**src/rtl/input_mapper_if.sv**
```systemverilog
// Serial-bit input and decoded-frame output handshake bundle for input_mapper.
// master = bit source / frame consumer side, slave = the mapper itself.
interface input_mapper_if #(
  parameter int CNT_W = 16
) ();
  logic             bit_in;
  logic             bit_valid;
  logic             bit_ready;
  logic [2:0]       m_Imin_1;
  logic [2:0]       m_Qmin_1;
  logic [2:0]       m_Imin_2;
  logic [2:0]       m_Qmin_2;
  logic [4:0]       q_min;
  logic             out_valid;
  logic             out_ready;
  logic [CNT_W-1:0] frame_cnt;

  modport master (
    output bit_in, bit_valid, out_ready,
    input  bit_ready, m_Imin_1, m_Qmin_1, m_Imin_2, m_Qmin_2, q_min,
           out_valid, frame_cnt
  );

  modport slave (
    input  bit_in, bit_valid, out_ready,
    output bit_ready, m_Imin_1, m_Qmin_1, m_Imin_2, m_Qmin_2, q_min,
           out_valid, frame_cnt
  );
endinterface

```
**src/rtl/input_mapper.sv**
```systemverilog
// Collects 12-bit serial frames (8 index bits + 4 group bits, MSB first) and
// decodes them into four Bv indices and a group index behind a one-deep output slot.
//
//   state     | meaning
//   S_COLLECT | shifting in frame bits, bit_ready=1
//   S_FULL    | 12 bits held, waiting for the output slot to free up
module input_mapper #(
  parameter int FRAME_BITS = 12,
  parameter int CNT_W      = 16
) (
  input logic          clk,
  input logic          rst_n,
  input logic          flush,
  input_mapper_if.slave bus
);

  localparam int BC_W = $clog2(FRAME_BITS + 1);

  typedef enum logic {
    S_COLLECT,
    S_FULL
  } state_t;

  state_t                state;
  logic [BC_W-1:0]       bit_cnt;
  logic [FRAME_BITS-1:0] shreg;
  logic [CNT_W-1:0]      frame_cnt_q;

  // Inverse Bv map; note the Gray-style ordering of 11 and 10.
  function automatic logic [2:0] bv_inv(input logic [1:0] p);
    logic [2:0] v;
    case (p)
      2'b00:   v = 3'd1;
      2'b01:   v = 3'd2;
      2'b11:   v = 3'd3;
      default: v = 3'd4;
    endcase
    return v;
  endfunction

  logic consume;
  logic slot_free;
  assign consume   = bus.out_valid & bus.out_ready;
  assign slot_free = ~bus.out_valid | bus.out_ready;

  assign bus.frame_cnt = frame_cnt_q;

  always_ff @(posedge clk or negedge rst_n) begin
    if (!rst_n) begin
      state         <= S_COLLECT;
      bit_cnt       <= '0;
      shreg         <= '0;
      frame_cnt_q   <= '0;
      bus.bit_ready <= 1'b1;
      bus.out_valid <= 1'b0;
      bus.m_Imin_1  <= '0;
      bus.m_Qmin_1  <= '0;
      bus.m_Imin_2  <= '0;
      bus.m_Qmin_2  <= '0;
      bus.q_min     <= '0;
    end else if (flush) begin
      // Anything accepted or consumed this cycle is dropped; the counter keeps its value.
      state         <= S_COLLECT;
      bit_cnt       <= '0;
      bus.bit_ready <= 1'b1;
      bus.out_valid <= 1'b0;
    end else begin
      if (consume) begin
        frame_cnt_q   <= frame_cnt_q + 1'b1;
        bus.out_valid <= 1'b0;
      end

      case (state)
        S_COLLECT: begin
          if (bus.bit_valid) begin
            shreg <= {shreg[FRAME_BITS-2:0], bus.bit_in};
            if (bit_cnt == BC_W'(FRAME_BITS - 1)) begin
              bit_cnt       <= BC_W'(FRAME_BITS);
              state         <= S_FULL;
              bus.bit_ready <= 1'b0;
            end else begin
              bit_cnt <= bit_cnt + 1'b1;
            end
          end
        end

        S_FULL: begin
          // Loading overrides the clear from a same-cycle consume.
          if (slot_free) begin
            bus.m_Imin_1  <= bv_inv(shreg[11:10]);
            bus.m_Qmin_1  <= bv_inv(shreg[9:8]);
            bus.m_Imin_2  <= bv_inv(shreg[7:6]);
            bus.m_Qmin_2  <= bv_inv(shreg[5:4]);
            bus.q_min     <= {1'b0, shreg[3:0]} + 5'd1;
            bus.out_valid <= 1'b1;
            bit_cnt       <= '0;
            state         <= S_COLLECT;
            bus.bit_ready <= 1'b1;
          end
        end

        default: begin
          state         <= S_COLLECT;
          bit_cnt       <= '0;
          bus.bit_ready <= 1'b1;
        end
      endcase
    end
  end

endmodule

```
**src/flat_wrapper.sv**
```systemverilog
// flat-port wrapper written by rule: the top's interface ports become plain ports
module input_mapper_flat 
#(
  parameter int FRAME_BITS = 12,
  parameter int CNT_W      = 16
)
  (clk, rst_n, flush, bus_bit_in, bus_bit_valid, bus_out_ready, bus_bit_ready, bus_m_Imin_1, bus_m_Qmin_1, bus_m_Imin_2, bus_m_Qmin_2, bus_q_min, bus_out_valid, bus_frame_cnt);
  input_mapper_if #(.CNT_W(CNT_W)) bus_i ();
  input logic clk;
  input logic rst_n;
  input logic flush;
  input wire logic [$bits(bus_i.bit_in)-1:0] bus_bit_in;
  input wire logic [$bits(bus_i.bit_valid)-1:0] bus_bit_valid;
  input wire logic [$bits(bus_i.out_ready)-1:0] bus_out_ready;
  output wire logic [$bits(bus_i.bit_ready)-1:0] bus_bit_ready;
  output wire logic [$bits(bus_i.m_Imin_1)-1:0] bus_m_Imin_1;
  output wire logic [$bits(bus_i.m_Qmin_1)-1:0] bus_m_Qmin_1;
  output wire logic [$bits(bus_i.m_Imin_2)-1:0] bus_m_Imin_2;
  output wire logic [$bits(bus_i.m_Qmin_2)-1:0] bus_m_Qmin_2;
  output wire logic [$bits(bus_i.q_min)-1:0] bus_q_min;
  output wire logic [$bits(bus_i.out_valid)-1:0] bus_out_valid;
  output wire logic [$bits(bus_i.frame_cnt)-1:0] bus_frame_cnt;
  assign bus_i.bit_in = bus_bit_in;
  assign bus_i.bit_valid = bus_bit_valid;
  assign bus_i.out_ready = bus_out_ready;
  assign bus_bit_ready = bus_i.bit_ready;
  assign bus_m_Imin_1 = bus_i.m_Imin_1;
  assign bus_m_Qmin_1 = bus_i.m_Qmin_1;
  assign bus_m_Imin_2 = bus_i.m_Imin_2;
  assign bus_m_Qmin_2 = bus_i.m_Qmin_2;
  assign bus_q_min = bus_i.q_min;
  assign bus_out_valid = bus_i.out_valid;
  assign bus_frame_cnt = bus_i.frame_cnt;
  input_mapper #(.FRAME_BITS(FRAME_BITS), .CNT_W(CNT_W)) u_core (.clk(clk), .rst_n(rst_n), .flush(flush), .bus(bus_i));
endmodule
```
**config.mk**
```make
export PLATFORM = sky130hd
export DESIGN_NAME = input_mapper_flat
export DESIGN_NICKNAME = d
export VERILOG_FILES = /design/src/rtl/input_mapper_if.sv /design/src/rtl/input_mapper.sv /design/src/flat_wrapper.sv
export SDC_FILE = /design/constraint.sdc
export NUM_CORES = 1
export LEC_CHECK = 0
export CAP_MARGIN = 20
export CORE_UTILIZATION = 50
export CTS_CLUSTER_DIAMETER = 80
export CTS_CLUSTER_SIZE = 12
export DETAILED_ROUTE_END_ITERATION = 8
export PLACE_DENSITY_LB_ADDON = 0.25
export SYNTH_ARGS = -nofsm -noshare
export SYNTH_HDL_FRONTEND = slang
export SYNTH_SLANG_ARGS = --single-unit
```
**constraint.sdc**
```tcl
create_clock -name clk -period 2.7 [get_ports clk]
set_input_delay 0.405 -clock clk [delete_from_list [all_inputs] [get_ports clk]]
set_output_delay 0.405 -clock clk [all_outputs]
set_load 0.005 [all_outputs]
```
Word level (Yosys, flattened, before mapping)
Index checks and enable logic that the tools add are counted.

operators by class
  eq/ne operators = 12
  bitwise operators = 5
  divide/modulo/power cells = 0
  shift-type cells = 0
  add/sub/neg operators = 3
  mux-type cells = 23
  reductions and logical operators = 9
  multiply operators = 0
  order comparisons = 0

operators with widths
  operator                                                                  number
  3-bit one-hot mux with 3 select lines                                     4
  16-bit by 1-bit adder with 16-bit output (second input constant)          1
  4-bit two-way mux                                                         4
  1-bit two-way mux                                                         12
  3-bit AND reduction                                                       3
  2-bit by 1-bit equality test with 1-bit output (second input constant)    4
  2-bit equality test (second input constant)                               4
  2-bit zero test                                                           4
  4-bit one-hot mux with 2 select lines                                     1
  3-bit inequality test (second input constant)                             2
  4-bit by 1-bit adder with 5-bit output (second input constant)            1
  4-bit by 1-bit adder with 4-bit output (second input constant)            1
  4-bit equality test (second input constant)                               1
  1-bit one-hot mux with 2 select lines                                     2
  2-bit AND reduction                                                       2
  3-bit by 2-bit inequality test with 1-bit output (second input constant)  1
  1-bit NOT                                                                 3
  1-bit bitwise AND                                                         1
  1-bit bitwise OR                                                          1

word-level totals
  latch bits = 0
  logic and storage cells = 63
  memory bits (writable) = 0
  memories kept = 0
  ROM bits = 0
  register bits after elaboration = 52
  output and inout bits = 35
  bits of input ports = 6

Depth between registers and ports, before layout
Gate-level depths: netlist (run 1).

  word-level depth = 5
  mapped depth = 5
  depth with buffers taken out = 5

Worst setup path after synthesis (run 1)
Ideal clock, no wire load.

  path kind = input port to flip-flop
  from = input flush
  to = register u_core.bus.m_Imin_1[0]
  setup time = 125 ps
  path slack = 1,041 ps
  stages on the path = 4
  required time = 2,575 ps
  buffers on the path = 2
  arrival time = 1,534 ps
  cells stage by stage = clkbuf_1 -> nor3b_2 -> buf_2 -> mux2_2

on the way
  word-level cells in the longest chain between the ends = 2

ends and longest elaborated chain
  what                           line                   RTL
  start, declared                flat_wrapper.sv:11     input logic flush;
  1-bit NOT (no line)            n/a
  3-bit AND reduction (no line)  n/a
  end signal, assigned           input_mapper.sv:90     bus.m_Imin_1 <= bv_inv(shreg[11:10]);
  end, declared                  input_mapper_if.sv:26  output bit_ready, m_Imin_1, m_Qmin_1, m_Imin_2, m_Qmin_2, q_min,

Every way passes these cells.
A chain may end at the register's enable or synchronous reset.

Worst setup path in the final report (run 1)
  from = input bus_out_ready
  to = register u_core.frame_cnt_q[14], in the netlist u_core.bus.frame_cnt[14]

on the way
  word-level cells in the longest chain between the ends = 2

ends and longest elaborated chain
  what                           line                RTL
  start, declared                flat_wrapper.sv:14  input wire logic [$bits(bus_i.out_ready)-1:0] bus_out_ready;
  1-bit bitwise AND              input_mapper.sv:43  assign consume = bus.out_valid & bus.out_ready;
  2-bit AND reduction (no line)  n/a
  end signal, assigned           input_mapper.sv:69  frame_cnt_q <= frame_cnt_q + 1'b1;
  end, declared                  input_mapper.sv:27  logic [CNT_W-1:0] frame_cnt_q;

Every way passes these cells.

==> qor_table.md, run 1 <==
| Metric | Value | Unit |
|---|---|---|
| Largest fanout on the critical path | 5 | - |
| Multiplexer share of the synthesized area | 7.47 | % |
| Relative slew slack | 72.3 | % |
| Area share of the largest cell type after synthesis | 53.6 | % |
| Failing checks | design-rule violations | - |
| Synth Warn # | 0 | - |
| Final-layout setup total negative slack | 0 | ns |
| Synth Net Count | 233 | - |
| Leakage power summed over all cells | 1.36 | nW |
| Number of antenna violations at the first check in global routing | 0 | - |
| Number of buffers inserted by post-CTS setup repair | 0 | - |
| Pwr/cell area | 505 | mW/mm2 |
| Peak supply drop | 0.000251 | V |
| Clock net sink count | 52 | - |
| Global-route wire length before repair | 7.29 | mm |
| Share of post-route cells with drive strength above 1 | 12.0 | % |
| Most used flip-flop cell after synthesis | dfrtp_1 | - |
| Final Non-Filler Cells | 310 | - |
| Unrepaired setup endpoints after global routing | no | - |
| Overall routing resource usage | 18.7 | % |
| Post-route cell area | 0.00293 | mm2 |
| Complex-gate fraction of the synthesized area | 5.57 | % |
| Count of mapped cells out of synthesis | 212 | - |
| Antenna diode count | 0 | - |
| Total via count in the routed design | 1597 | - |
| Kind of start point of the critical path | input port | - |
| Post-synthesis average cell area | 11.2 | um2 |
| Final weighted congestion in routability-driven placement | 0.792 | - |
| Total number of H-tree levels | 2 | - |
| Seq cells post-synth | 52 | - |
| Via density | 5.15 | - |
| Post-layout min period | 1.85 | ns |
| Area share of fa/ha/maj cells after synthesis | 7.89 | % |
| Seq/Total Area, Yosys | 54.7 | % |
| TritonCTS Buffers | 5 | - |
| Number of max-cap violations | 0 | - |
| Dominant cell by count in the synthesized netlist | dfrtp_1 | - |
| Fmax | 541 | MHz |
| CTS tree | done | - |
| Cell types with the largest area share after synthesis | dfrtp_1 (54%), ha_1 (7.9%), mux2_2 (6.6%) | - |
| Cell accounting for the most synthesized area | dfrtp_1 | - |
| DR pass1 iterations | 6 | - |
| Port Buf Inserts | 40 | - |
| Post-cts repair resize count | 0 | - |
| Total DRC errors in the routed layout | 4 | - |
| Vias in the first global route | 1526 | - |
| Antenna-violating nets left | 0 | - |
| I/O pin total | 41 | - |
| Initial core utilization | 53.2 | % |
| Fraction of the mapped netlist area in simple logic gates | 14.9 | % |
| DRT iter0 DRCs | 64 | - |
| Clock slew at reported path FFs | 0.09 | ns |
| Critical Path End Type | flip-flop | - |
| Total power of the final layout | 1.48 | mW |
| Routed wire length | 4.11 | mm |
| Area of the core | 0.00447 | mm2 |
| # rows | 24 | - |
| Most utilized layer in the global route result | met2 | - |
| Crit path arrival time | 2.04 | ns |
| Met1 global-route usage | 23.8 | % |
| Share of async-settable or async-resettable flops after synthesis | 100 | % |
| Result of the run | finished, violations left | - |
| Clock root buffer | clkbuf_8 | - |
| Total standard cell area after synthesis | 0.00238 | mm2 |
| Final slew viol count | 0 | - |
| XOR/XNOR Fraction of Synth Area | 6.57 | % |
| Worst Clk Skew | 0.0102 | ns |
| Actual transition at the worst max-transition pin | 0.415 | ns |
| Instance area at placement | 0.00285 | mm2 |
| EDFF count, synth | 0 | - |
| Worst hold path type | in2async | - |
| M2 GR Usage | 31.6 | % |
| Area growth from synthesis to layout | 23.0 | % |
| Number of filler instances in the final layout | 390 | - |
| Largest net degree at the start of global routing | 25 | - |
| Post-cts hold buffer count | 0 | - |
| Clock latency of the later-clocked register in the worst-skew pair | 0.30 | ns |
| Post-synth cell types | 31 | - |
| Die height | 71.0 | um |
| Overall die area | 0.00504 | mm2 |
| Main combinational cell family by area after synthesis | simple AND/OR/NAND/NOR gates | - |
| HPWL after detailed placement | 2.92 | mm |
| Final worst path period share | 68.4 | % |
| Critical path class | in2reg | - |
| NumNets Final | 278 | - |
| Worst setup slack after placement | 0.516 | ns |
| Setup ws final | 0.852 | ns |
| Total setup violations reported at the end of the flow | 0 | - |
| Met3 Track Usage GR | 5.13 | % |
| Count of final hold-check violations | 0 | - |
| Gr ovfl total | 0 | - |
| Cell total after placement | 302 | - |
| Maximum clock path buffer count | 2 | - |
| Width of the chip | 71.0 | um |
| Leading cell types by count after synthesis | dfrtp_1 (51), nor2_1 (21), nand2_1 (17), ha_1 (15), mux2_2 (14) | - |
| Wirelength per Cell | 13.3 | um |
| Critical Path RT | 2.89 | ns |
cells in the final DEF (no fill, tap or decap), drive strengths merged, types with 10 or more instances in the layout:
cell type	n
clkdlybuf4s50	39
xnor2	11
o21ai	13
nand2	17
dfrtp	51
nor2	21
mux2	14
inv	10
ha	15
a21oi	12
cells by family after synthesis:
kind of cell,Yosys count
buf+inv,17
xor+xnor,17
compound gates,26
mux,16
simple gates,69
fa+ha+maj,15
flops,52
stage by stage:
stage	hold slack [ns]	util [%]
floorplan	0.109	-
global placement	0.360	63.6
detailed placement	0.368	63.6
CTS	0.0359	65.4
global route	0.0454	65.4
finish	0.0193	65.4
power breakdown:
part / leakage (nW) / total [mW] / switching, mW / internal, mW
registers: 0.696 / 0.886 / 0.0571 / 0.829
logic: 0.626 / 0.166 / 0.0893 / 0.0767
clock network: 0.0395 / 0.427 / 0.242 / 0.185
total: 1.36 / 1.48 / 0.389 / 1.09
sequential cells by signal, indices dropped and copies added, names as in the netlist:
signal / cells
u_core.bus.m_Qmin_1: 3
u_core.bus.m_Imin_1: 3
u_core.bus.out_valid: 1
u_core.state: 1
u_core.shreg: 12
u_core.bus.m_Qmin_2: 3
u_core.bus.q_min: 5
u_core.bus.bit_ready: 1
u_core.bus.frame_cnt: 16
u_core.bus.m_Imin_2: 3
u_core.bit_cnt: 4
per-layer routing:
layer	up-vias	part of all wire, %
li1	800	-
met1	757	47
met2	36	48
met3	4	4.3
met4	0	0.66
met5	-	0
area by class of cell:
cell class	instances	area [um2]	share of cell area (%)
Timing Repair Buffer	45	433	14.8
Sequential cell	52	1300	44.5
Multi-Input combinational cell	143	1010	34.5
Clock buffer	8	80.1	2.74
Tap cell	52	65.1	2.22
Inverter	10	37.5	1.28
worst paths after layout:
path                                                 startpoint                                   end  slack, ns  cells after the start
max                                               bus_out_ready  u_core.bus.frame_cnt[14]$_DFFE_PN0P_       0.85                      5
min                                                       rst_n    u_core.bus.m_Imin_2[1]$_DFFE_PN0P_       0.02                      1
max reg2reg                 u_core.bus.frame_cnt[2]$_DFFE_PN0P_  u_core.bus.frame_cnt[14]$_DFFE_PN0P_       1.04                      4
min reg2reg                u_core.bus.frame_cnt[15]$_DFFE_PN0P_  u_core.bus.frame_cnt[15]$_DFFE_PN0P_       0.48                      1
max in group asynchronous                                 rst_n      u_core.bus.bit_ready$_DFFE_PN1P_       2.05                      2
min in group clk           u_core.bus.frame_cnt[15]$_DFFE_PN0P_  u_core.bus.frame_cnt[15]$_DFFE_PN0P_       0.48                      1
critical path, stage by stage:
cell and delay (ns):
clkdlybuf4s50_1 0.49, and4b_1 0.27, nand3_2 0.16, or4_4 0.58, xnor2_2 0.14
(Power assumes the default switching activity.)
==> run 2, diff against run 1 <==
--- a/config.mk
+++ b/config.mk
@@ -6,7 +6,7 @@
 export NUM_CORES = 1
 export LEC_CHECK = 0
 export CAP_MARGIN = 20
-export CORE_UTILIZATION = 50
+export CORE_UTILIZATION = 47
 export CTS_CLUSTER_DIAMETER = 80
 export CTS_CLUSTER_SIZE = 12
 export DETAILED_ROUTE_END_ITERATION = 8
==> constraint.sdc (replaced) <==
create_clock -name clk -period 1.6 [get_ports clk]
set_input_delay 0.24 -clock clk [delete_from_list [all_inputs] [get_ports clk]]
set_output_delay 0.24 -clock clk [all_outputs]
set_load 0.005 [all_outputs]
==> qor_table.md, run 2 (synthesis gave the netlist of run 1 again) <==
| Metric | Value | Unit |
|---|---|---|
| Result of the run | completed | - |
| Wirelength per Cell | 12.8 | um |
| DRT iter0 DRCs | 82 | - |
| Via density | 4.90 | - |
| Pwr/cell area | 859 | mW/mm2 |
| Kind of start point of the critical path | flip-flop | - |
| Leakage power summed over all cells | 1.48 | nW |
| Clock root buffer | clkbuf_8 | - |
| Critical Path End Type | output pin | - |
| Buf/Inv on CP | 1 | - |
| Routed wire length | 4.42 | mm |
| Worst Hold Slack | 0.345 | ns |
| HPWL after detailed placement | 3.20 | mm |
| Cell total after placement | 334 | - |
| Global-route wire length before repair | 7.47 | mm |
| Fmax | 636 | MHz |
| Clock slew at reported path FFs | 0.10 | ns |
| Crit path cell chain | clkdlybuf4s50_1 | - |
| Number of max-cap violations | 0 | - |
| Final worst path period share | 98.3 | % |
| Crit path arrival time | 1.33 | ns |
| TritonCTS Buffers | 5 | - |
| Critical path class | reg2out | - |
| Overall die area | 0.00535 | mm2 |
| Total DRC errors in the routed layout | 0 | - |
| Final Non-Filler Cells | 345 | - |
| Die height | 73.2 | um |
| Instance area at placement | 0.00302 | mm2 |
| Initial core utilization | 49.7 | % |
| CTS tree | done | - |
| Largest net degree at the start of global routing | 27 | - |
| Vias in the first global route | 1601 | - |
| Leading cell type in the layout, fill and taps excluded | dfrtp_1 | - |
| WP depth | 1 | - |
| Share of post-route cells with drive strength above 1 | 20.1 | % |
| CP max stage cell | dfstp_2 | - |
| Gr ovfl total | 0 | - |
| Overall routing resource usage | 18.7 | % |
| Clock net sink count | 52 | - |
| Total number of H-tree levels | 2 | - |
| Number of filler instances in the final layout | 376 | - |
| Final weighted congestion in routability-driven placement | 0.828 | - |
| Post-layout min period | 1.57 | ns |
| Most frequent cells in the layout | dfrtp_1 (49), clkdlybuf4s50_1 (39), buf_4 (22) | - |
| Largest fanout on the critical path | 2 | - |
| Relative slew slack | 79.4 | % |
| Maximum clock path buffer count | 2 | - |
| Width of the chip | 73.2 | um |
| Final slew viol count | 0 | - |
| # rows | 25 | - |
| Count of final hold-check violations | 0 | - |
| Peak per-stage delay on the critical path | 0.54 | ns |
| NumNets Final | 298 | - |
| Worst setup slack after placement | -0.268 | ns |
| Critical Path RT | 1.36 | ns |
| I/O pin total | 41 | - |
| Total setup violations reported at the end of the flow | 0 | - |
| Cell class contributing the biggest share of worst-path delay | flip-flops | - |
| Flip-flop count of the largest register, all copies and words added | 16 | - |
| Total via count in the routed design | 1689 | - |
| Antenna-violating nets left | 0 | - |
| Port Buf Inserts | 40 | - |
| Worst hold path type | in2async | - |
| Post-route cell area | 0.00316 | mm2 |
| Worst Clk Skew | 0.00496 | ns |
| Number of antenna violations at the first check in global routing | 0 | - |
| Area growth from synthesis to layout | 32.9 | % |
| DR pass1 iterations | 4 | - |
| Antenna diode count | 0 | - |
| Setup ws final | 0.0270 | ns |
| Actual transition at the worst max-transition pin | 0.309 | ns |
| Worst reg2reg path depth | 4 | - |
| Area of the core | 0.00479 | mm2 |
| Clock latency of the later-clocked register in the worst-skew pair | 0.31 | ns |
| Peak supply drop | 0.000431 | V |
==> run 2: repair_timing <==
| item | 4_1_cts | 5_1_grt |
|---|---|---|
| buffers inserted | 0 | 2 |
| hold buffers | 1 | 0 |
| gates resized for setup | 0 | 3 |
| setup endpoints to repair | 0 | 5 |
| endpoints found under the hold margin | 11 | 0 |
==> run 2: worst paths after layout <==
kind / from / endpoint / slack, ns
setup / recovery: u_core.bus.bit_ready$_DFFE_PN1P_ / bus_bit_ready / 0.03
hold / removal: rst_n / u_core.bus.m_Imin_2[0]$_DFFE_PN0P_ / 0.34
setup reg to reg: u_core.bus.out_valid$_DFF_PN0_ / u_core.bus.frame_cnt[14]$_DFFE_PN0P_ / 0.07
hold reg to reg: u_core.bus.frame_cnt[15]$_DFFE_PN0P_ / u_core.bus.frame_cnt[15]$_DFFE_PN0P_ / 0.48
max in group asynchronous: rst_n / u_core.bus.bit_ready$_DFFE_PN1P_ / 0.68
min in group clk: u_core.bus.frame_cnt[15]$_DFFE_PN0P_ / u_core.bus.frame_cnt[15]$_DFFE_PN0P_ / 0.48
==> run 2: routing by layer <==
layer	share of wire [%]	vias up	global-route usage [%]
met5	0	-	0
met4	1.4	0	6.54
met3	3.3	6	4.14
met2	49	33	30.7
met1	47	808	24.5
li1	-	842	-
==> run 2: power breakdown <==
part,total (mW),leakage (nW),internal [mW],switching (mW)
Clock,0.924,0.0548,0.471,0.452
Sequential,1.50,0.693,1.40,0.0966
Combinational,0.296,0.737,0.141,0.156
==> run 2: metrics by stage <==
step	util, %	setup TNS [ns]	power, mW
global placement	63.1	-3.04	1.80
floorplan	-	0	1.69
detailed placement	63.1	-4.04	1.81
CTS	65.7	0	2.74
global route	66.1	-0.00129	2.86
finish	66.1	0	2.72
==> run 2: final cells by class <==
| type | instances | area, um2 | area share (%) |
|---|---|---|---|
| clock buffers | 5 | 68.8 | 2.18 |
| flip-flops and latches | 52 | 1310 | 41.3 |
| inverters | 10 | 37.5 | 1.19 |
| clock inverters | 3 | 46.3 | 1.46 |
| multi-input cells | 143 | 1010 | 32.0 |
| repair buffers | 65 | 611 | 19.3 |
| well taps | 67 | 83.8 | 2.65 |
==> run 3, diff against run 2 <==
--- a/config.mk
+++ b/config.mk
@@ -11,6 +11,7 @@
 export CTS_CLUSTER_SIZE = 12
 export DETAILED_ROUTE_END_ITERATION = 8
 export PLACE_DENSITY_LB_ADDON = 0.25
+export SETUP_SLACK_MARGIN = 0.5
 export SYNTH_ARGS = -nofsm -noshare
 export SYNTH_HDL_FRONTEND = slang
 export SYNTH_SLANG_ARGS = --single-unit
==> qor_table.md, run 3 (synthesis gave the netlist of run 1 again) <==
| Metric | Value | Unit |
|---|---|---|
| Number of max-cap violations | 0 | - |
| Worst Clk Skew | 0.00629 | ns |
| Critical Path RT | 1.81 | ns |
| Leakage power summed over all cells | 2.00 | nW |
| DRT iter0 DRCs | 121 | - |
| Antenna-violating nets left | 0 | - |
| Count of final hold-check violations | 0 | - |
| Relative slew slack | 81.4 | % |
| Clock net sink count | 52 | - |
| Crit path arrival time | 1.70 | ns |
| Total DRC errors in the routed layout | 0 | - |
| Via density | 5.07 | - |
| TritonCTS Buffers | 5 | - |
| Capture point of the worst reg-to-reg path | u_core.bus.frame_cnt[14]$_DFFE_PN0P_ | - |
| Fmax | 668 | MHz |
| Unrepaired setup endpoints after global routing | yes | - |
| Wirelength per Cell | 16.7 | um |
| Worst hold path type | in2async | - |
| Start of the worst register-to-register path | u_core.bus.frame_cnt[11]$_DFFE_PN0P_ | - |
| Critical Path End Type | flip-flop | - |
| Switching power share of the total | 27.7 | % |
| Most frequent cells in the layout | buf_4 (58), dfrtp_1 (48), buf_6 (26) | - |
| Area growth from synthesis to layout | 63.4 | % |
| Overall die area | 0.00535 | mm2 |
| Worst Hold Slack | 0.461 | ns |
| # rows | 25 | - |
| Flop pwr share | 56.6 | % |
| Total via count in the routed design | 2057 | - |
| Area of the core | 0.00479 | mm2 |
| Antenna diode count | 0 | - |
| Internal cell power | 1.95 | mW |
| Pwr/cell area | 692 | mW/mm2 |
| Final weighted congestion in routability-driven placement | 0.787 | - |
| Post-layout min period | 1.50 | ns |
| Initial core utilization | 49.7 | % |
| Leading cell type in the layout, fill and taps excluded | buf_4 | - |
| Total power of the final layout | 2.69 | mW |
| CTS tree | done | - |
| Routed wire length | 6.77 | mm |
| Total setup violations reported at the end of the flow | 0 | - |
| DR pass1 iterations | 4 | - |
| Width of the chip | 73.2 | um |
| Clock slew at reported path FFs | 0.10 | ns |
| Die height | 73.2 | um |
| Port Buf Inserts | 40 | - |
| Total number of H-tree levels | 2 | - |
| I/O pin total | 41 | - |
| Clock root buffer | clkbuf_8 | - |
| Kind of start point of the critical path | flip-flop | - |
| Final slew viol count | 0 | - |
| Vias in the first global route | 1948 | - |
| Largest net degree at the start of global routing | 53 | - |
| Global-route wire length before repair | 8.82 | mm |
| Share of post-route cells with drive strength above 1 | 55.5 | % |
| Gr ovfl total | 0 | - |
| Final core occ | 81.3 | % |
| Peak supply drop | 0.000488 | V |
| Final worst path period share | 93.6 | % |
| Clock group share of total power | 29.1 | % |
| Overall routing resource usage | 21.9 | % |
| NumNets Final | 359 | - |
| Worst reg2reg path depth | 4 | - |
| Critical path class | reg2reg | - |
| Clock latency of the later-clocked register in the worst-skew pair | 0.31 | ns |
| Reg-to-reg slack, setup | 0.10 | ns |
| Comb pwr share | 14.3 | % |
| Actual transition at the worst max-transition pin | 0.279 | ns |
| Flip-flop count of the largest register, all copies and words added | 16 | - |
| Largest fanout on the critical path | 3 | - |
| Switching power summed over all nets | 0.745 | mW |
| Number of antenna violations at the first check in global routing | 0 | - |
| Result of the run | completed | - |
| Maximum clock path buffer count | 2 | - |
| HPWL after detailed placement | 3.03 | mm |
## run 3: cell types whose count changed in the layout (fill, tap and decap cells not counted), moves of 5 or more
cell	previous run	this run
buf_2	1	24
buf_4	22	58
buf_6	0	26
clkdlybuf4s50_1	39	1
mux2_2	14	0
mux2_4	0	14
nand2_1	17	6
nand2_2	0	8
nor2_1	21	15
o21ai_0	13	0
o21ai_1	0	8
o21ai_2	0	5
## run 3: stage by stage
step,TNS [ns],worst slack (ns),std cells,area (um2)
after floorplan,0,0.154,212,2500
after global placement,-2.09,-0.172,331,3090
after detailed placement,-2.62,-0.205,331,3090
after CTS,0,0.159,386,3600
after global routing,0,0.0505,406,3890
final,0,0.103,406,3890
## run 3: how the worst max path moves through the flow
| stage | from | to | slack [ns] | cells past startpoint |
|---|---|---|---|---|
| finish | u_core.bus.frame_cnt[11]$_DFFE_PN0P_ | u_core.bus.frame_cnt[14]$_DFFE_PN0P_ | 0.10 | 4 |
| global route | u_core.bus.out_valid$_DFF_PN0_ | u_core.bus.q_min[4]$_DFFE_PN0P_ | 0.05 | 7 |
| CTS | u_core.bus.out_valid$_DFF_PN0_ | u_core.bus.m_Qmin_2[0]$_DFFE_PN0P_ | 0.16 | 5 |
| floorplan | u_core.bus.out_valid$_DFF_PN0_ | u_core.bus.frame_cnt[14]$_DFFE_PN0P_ | 0.15 | 4 |
| global placement | bus_out_ready | u_core.bus.frame_cnt[14]$_DFFE_PN0P_ | -0.17 | 5 |
| detailed placement | flush | u_core.bus.frame_cnt[14]$_DFFE_PN0P_ | -0.21 | 5 |
## run 3: area by class of cell
cell class | instances | area (um2)
Inverter | 10 | 37.5
Multi-Input combinational cell | 143 | 1290
Fill cell | 248 | 897
Sequential cell | 52 | 1310
Clock buffer | 8 | 90.1
Tap cell | 67 | 83.8
Timing Repair Buffer | 126 | 1080
## run 3: worst max-delay path: stages, from the launching register on
cell and delay, ns:
dfrtp_1 0.38, buf_4 0.16, nand4_1 0.18, or4_4 0.54, xnor2_2 0.14
## run 3: timing repair
action / 4_1_cts / 5_1_grt
resized for setup: 192 / 38
pin swaps: 30 / 16
gates cloned: 2 / 0
hold buffers: 1 / 0
endpoints found under the setup margin: 83 / 66
endpoints found under the hold margin: 51 / 0
setup buffers: 44 / 20
## run 3: per-layer routing
metal / vias to the layer above / GRT usage (%) / share of wire, %
met2: 51 / 36.5 / 52
met3: 21 / 5.66 / 3.7
met4: 0 / 8.50 / 2.9
met1: 1021 / 27.2 / 41
li1: 964 / - / -
met5: - / 0 / 0
## run 3: power groups by stage
stage | Sequential [mW] | Clock, mW | Combinational (mW)
floorplan | 1.50 | 0 | 0.217
finish | 1.52 | 0.783 | 0.385
detailed placement | 1.53 | 0 | 0.310
global placement | 1.52 | 0 | 0.307
CTS | 1.51 | 0.783 | 0.355
global route | 1.53 | 0.860 | 0.441
==> RTL edit (flow settings as in run 3) <==
`FRAME_BITS` is set to 12 in 2 places; all go to 18.
--- a/src/rtl/input_mapper.sv
+++ b/src/rtl/input_mapper.sv
@@ -7,3 +7,3 @@
 module input_mapper #(
-  parameter int FRAME_BITS = 12,
+  parameter int FRAME_BITS = 18,
   parameter int CNT_W      = 16
--- a/src/flat_wrapper.sv
+++ b/src/flat_wrapper.sv
@@ -3,3 +3,3 @@
 #(
-  parameter int FRAME_BITS = 12,
+  parameter int FRAME_BITS = 18,
   parameter int CNT_W      = 16
Formal check against the unedited RTL: no difference found for any inputs over 10 cycles, from zero or initial values and one cycle with rst_n low; that may be too few to reach the edited logic, so the function may still have changed.
==> RTL edit against run 3 <==
- sequential cell count is 1 higher
- wire length is 3.3% lower
- die area is 1.8% higher
- global-route usage is 1.0 points higher
- synthesized area is 1.8% higher
- critical path type unchanged
- design area is 1.8% lower
- worst setup slack worse by 0.014 ns
- clock skew is 0.0045 ns higher
- highest routed layer unchanged
- power is 2.3% higher
- hold slack worse by 0.085 ns
==> RTL edit: results (changes against run 3) <==
Clocking
  – Clk Latency, worst-skew pair: 0.32 ns
  – CTS Buffer Depth: 2 (unchanged)
  – Number of buffers added for setup after CTS: 44 (unchanged)
  – CTS clk-pin slew, worst paths: 0.10 ns (about the same)
  – Post-cts resize count: 160 (-17%)
  – # H-tree levels: 2 (unchanged)

Final layout
  – Non-filler cells, final: 400 (-1.5%)
  – Diode count: 0 (unchanged)
  – Nets@finish: 354 (-1.4%)
  – Filler cells: 296 (+19%)
  – Layout cells sized above 1: 52.25% (-3.2 points)

Placed design
  – Post-DP HPWL: 3159 um (+4.1%)
  – RePlAce Congestion: 0.7556 (-3.9%)
  – Placed cells: 331 (unchanged)
  – Placed Instance Area: 0.003120 sq mm (+1.0%)

Yosys
  – Top post-synthesis cells by area: dfrtp_1 (54%), ha_1 (8.3%), mux2_2 (6.5%)
  – Top cell types by occurrence after synthesis: dfrtp_1 (52), nand2_1 (20), nor2_1 (19)
  – Mux share of post-synthesis cell area: 6.918% (-0.55 points)
  – Synth Area in XOR/XNOR: 6.505% (-0.067 points)
  – Post-Syn Instances: 213 (+0.47%)
  – Mapped Nets: 235 (+0.86%)
  – Post-synthesis compound-gate area fraction: 5.834% (+0.26 points)
  – Sequential share of the synthesized area: 54.78% (about the same)
  – Post-synthesis cell type count: 35 (+13%)
  – Adder-cell area share of the yosys netlist: 8.260% (+0.37 points)
  – Ys Warns: 0 (unchanged)

Timing
  – Final Skew: 0.01077 ns (+0.004480 ns)
  – Worst slew pin tran: 0.4444 ns (+0.1659 ns)

Power and ir drop
  – Seq pwr share: 56.5% (about the same)
  – Power Internal: 1.964 mW (+0.89%)
  – P_leak: 1.933 nW (-3.5%)
  – Peak supply drop: 644.6 uV (+32%)
  – Clk. pwr: 0.755 mW (-3.6%)

Global routing
  – Vias in the first global route: 1,925 (-1.2%)
  – Met3 usage: 6.584% (+0.92 points)
  – Grt met1 use: 28.44% (+1.3 points)
  – First-pass GRT wire length: 9066 um (+2.8%)
  – Total track usage: 22.90% (+1.0 points)
  – GR peak layer: met2
  – Largest net degree at the start of global routing: 25 (-53%)
  – Met2 usage: 38.02% (+1.5 points)
  – Initial antenna violation count: 0 (unchanged)

Worst setup path
  – CP Max Fanout: 5 (+2)
  – Crit path DAT: 1.74 ns (+0.04 ns)
  – Largest stage delay, worst path: 0.43 ns (-0.11 ns)
  – Crit path max-delay family: simple AND/OR/NAND/NOR gates
  – Crit path max-delay cell type: dfrtp_1

Detailed routing
  – Initial drt markers: 109 (-9.9%)
  – Drt total wl: 6549 um (-3.3%)
  – Highest routed layer: met4
  – Met1 wire length: 2595 um (-6.6%)
  – Routed wl met2: 3544 um (about the same)
  – Routed via count: 2,044 (-0.63%)
  – Drt first pass iters: 4 (unchanged)
  – Routed length on met3: 257 um (+2.8%)

Worst hold path
  – Worst min path class: input pin to register

Run status
  – Outcome: completed
[RTL edit: cell count changes after synthesis, sizes merged, moves of 2 or more]
cell,run 3,this run
clkbuf,4,1
xnor2,11,13
and2,2,0
nor3b,1,3
nand2,17,20
a22o,0,2
inv,10,13
a21oi,12,8
nor2,21,19
o21ai,13,10
[RTL edit: metrics by stage]
step                      setup WS, ns  util, %  power (mW)
final                          0.08883    78.74       2.754
after global routing           0.02391    78.74       2.869
after CTS                       0.1580    73.21       2.676
after detailed placement       -0.1866    64.36       1.936
after global placement         -0.1297    64.36       1.923
after floorplan                 0.1492        -       1.784
[RTL edit: cell type report]
| type | count | area, sq um | area share, % |
|---|---|---|---|
| flip-flops and latches | 53 | 1330 | 34.84 |
| repair buffers | 117 | 998.5 | 26.16 |
| clock inverters | 2 | 10.01 | 0.2622 |
| multi-input cells | 142 | 1274 | 33.37 |
| well taps | 67 | 83.83 | 2.196 |
| inverters | 13 | 48.80 | 1.278 |
| clock buffers | 6 | 72.57 | 1.901 |
[RTL edit: worst paths after layout]
check                                                   start                                   to  slack (ns)  depth (start not counted)
max                            u_core.bus.out_valid$_DFF_PN0_  u_core.bus.frame_cnt[7]$_DFFE_PN0P_        0.09                          6
min                                                     flush     u_core.bus.bit_ready$_DFFE_PN1P_        0.38                          2
max reg2reg                    u_core.bus.out_valid$_DFF_PN0_  u_core.bus.frame_cnt[7]$_DFFE_PN0P_        0.09                          6
min reg2reg                u_core.bus.m_Qmin_1[2]$_DFFE_PN0P_   u_core.bus.m_Qmin_1[2]$_DFFE_PN0P_        0.52                          1
max in group asynchronous                               rst_n     u_core.bus.bit_ready$_DFFE_PN1P_        0.65                          3
min in group asynchronous                               rst_n   u_core.bus.m_Qmin_1[1]$_DFFE_PN0P_        0.39                          2
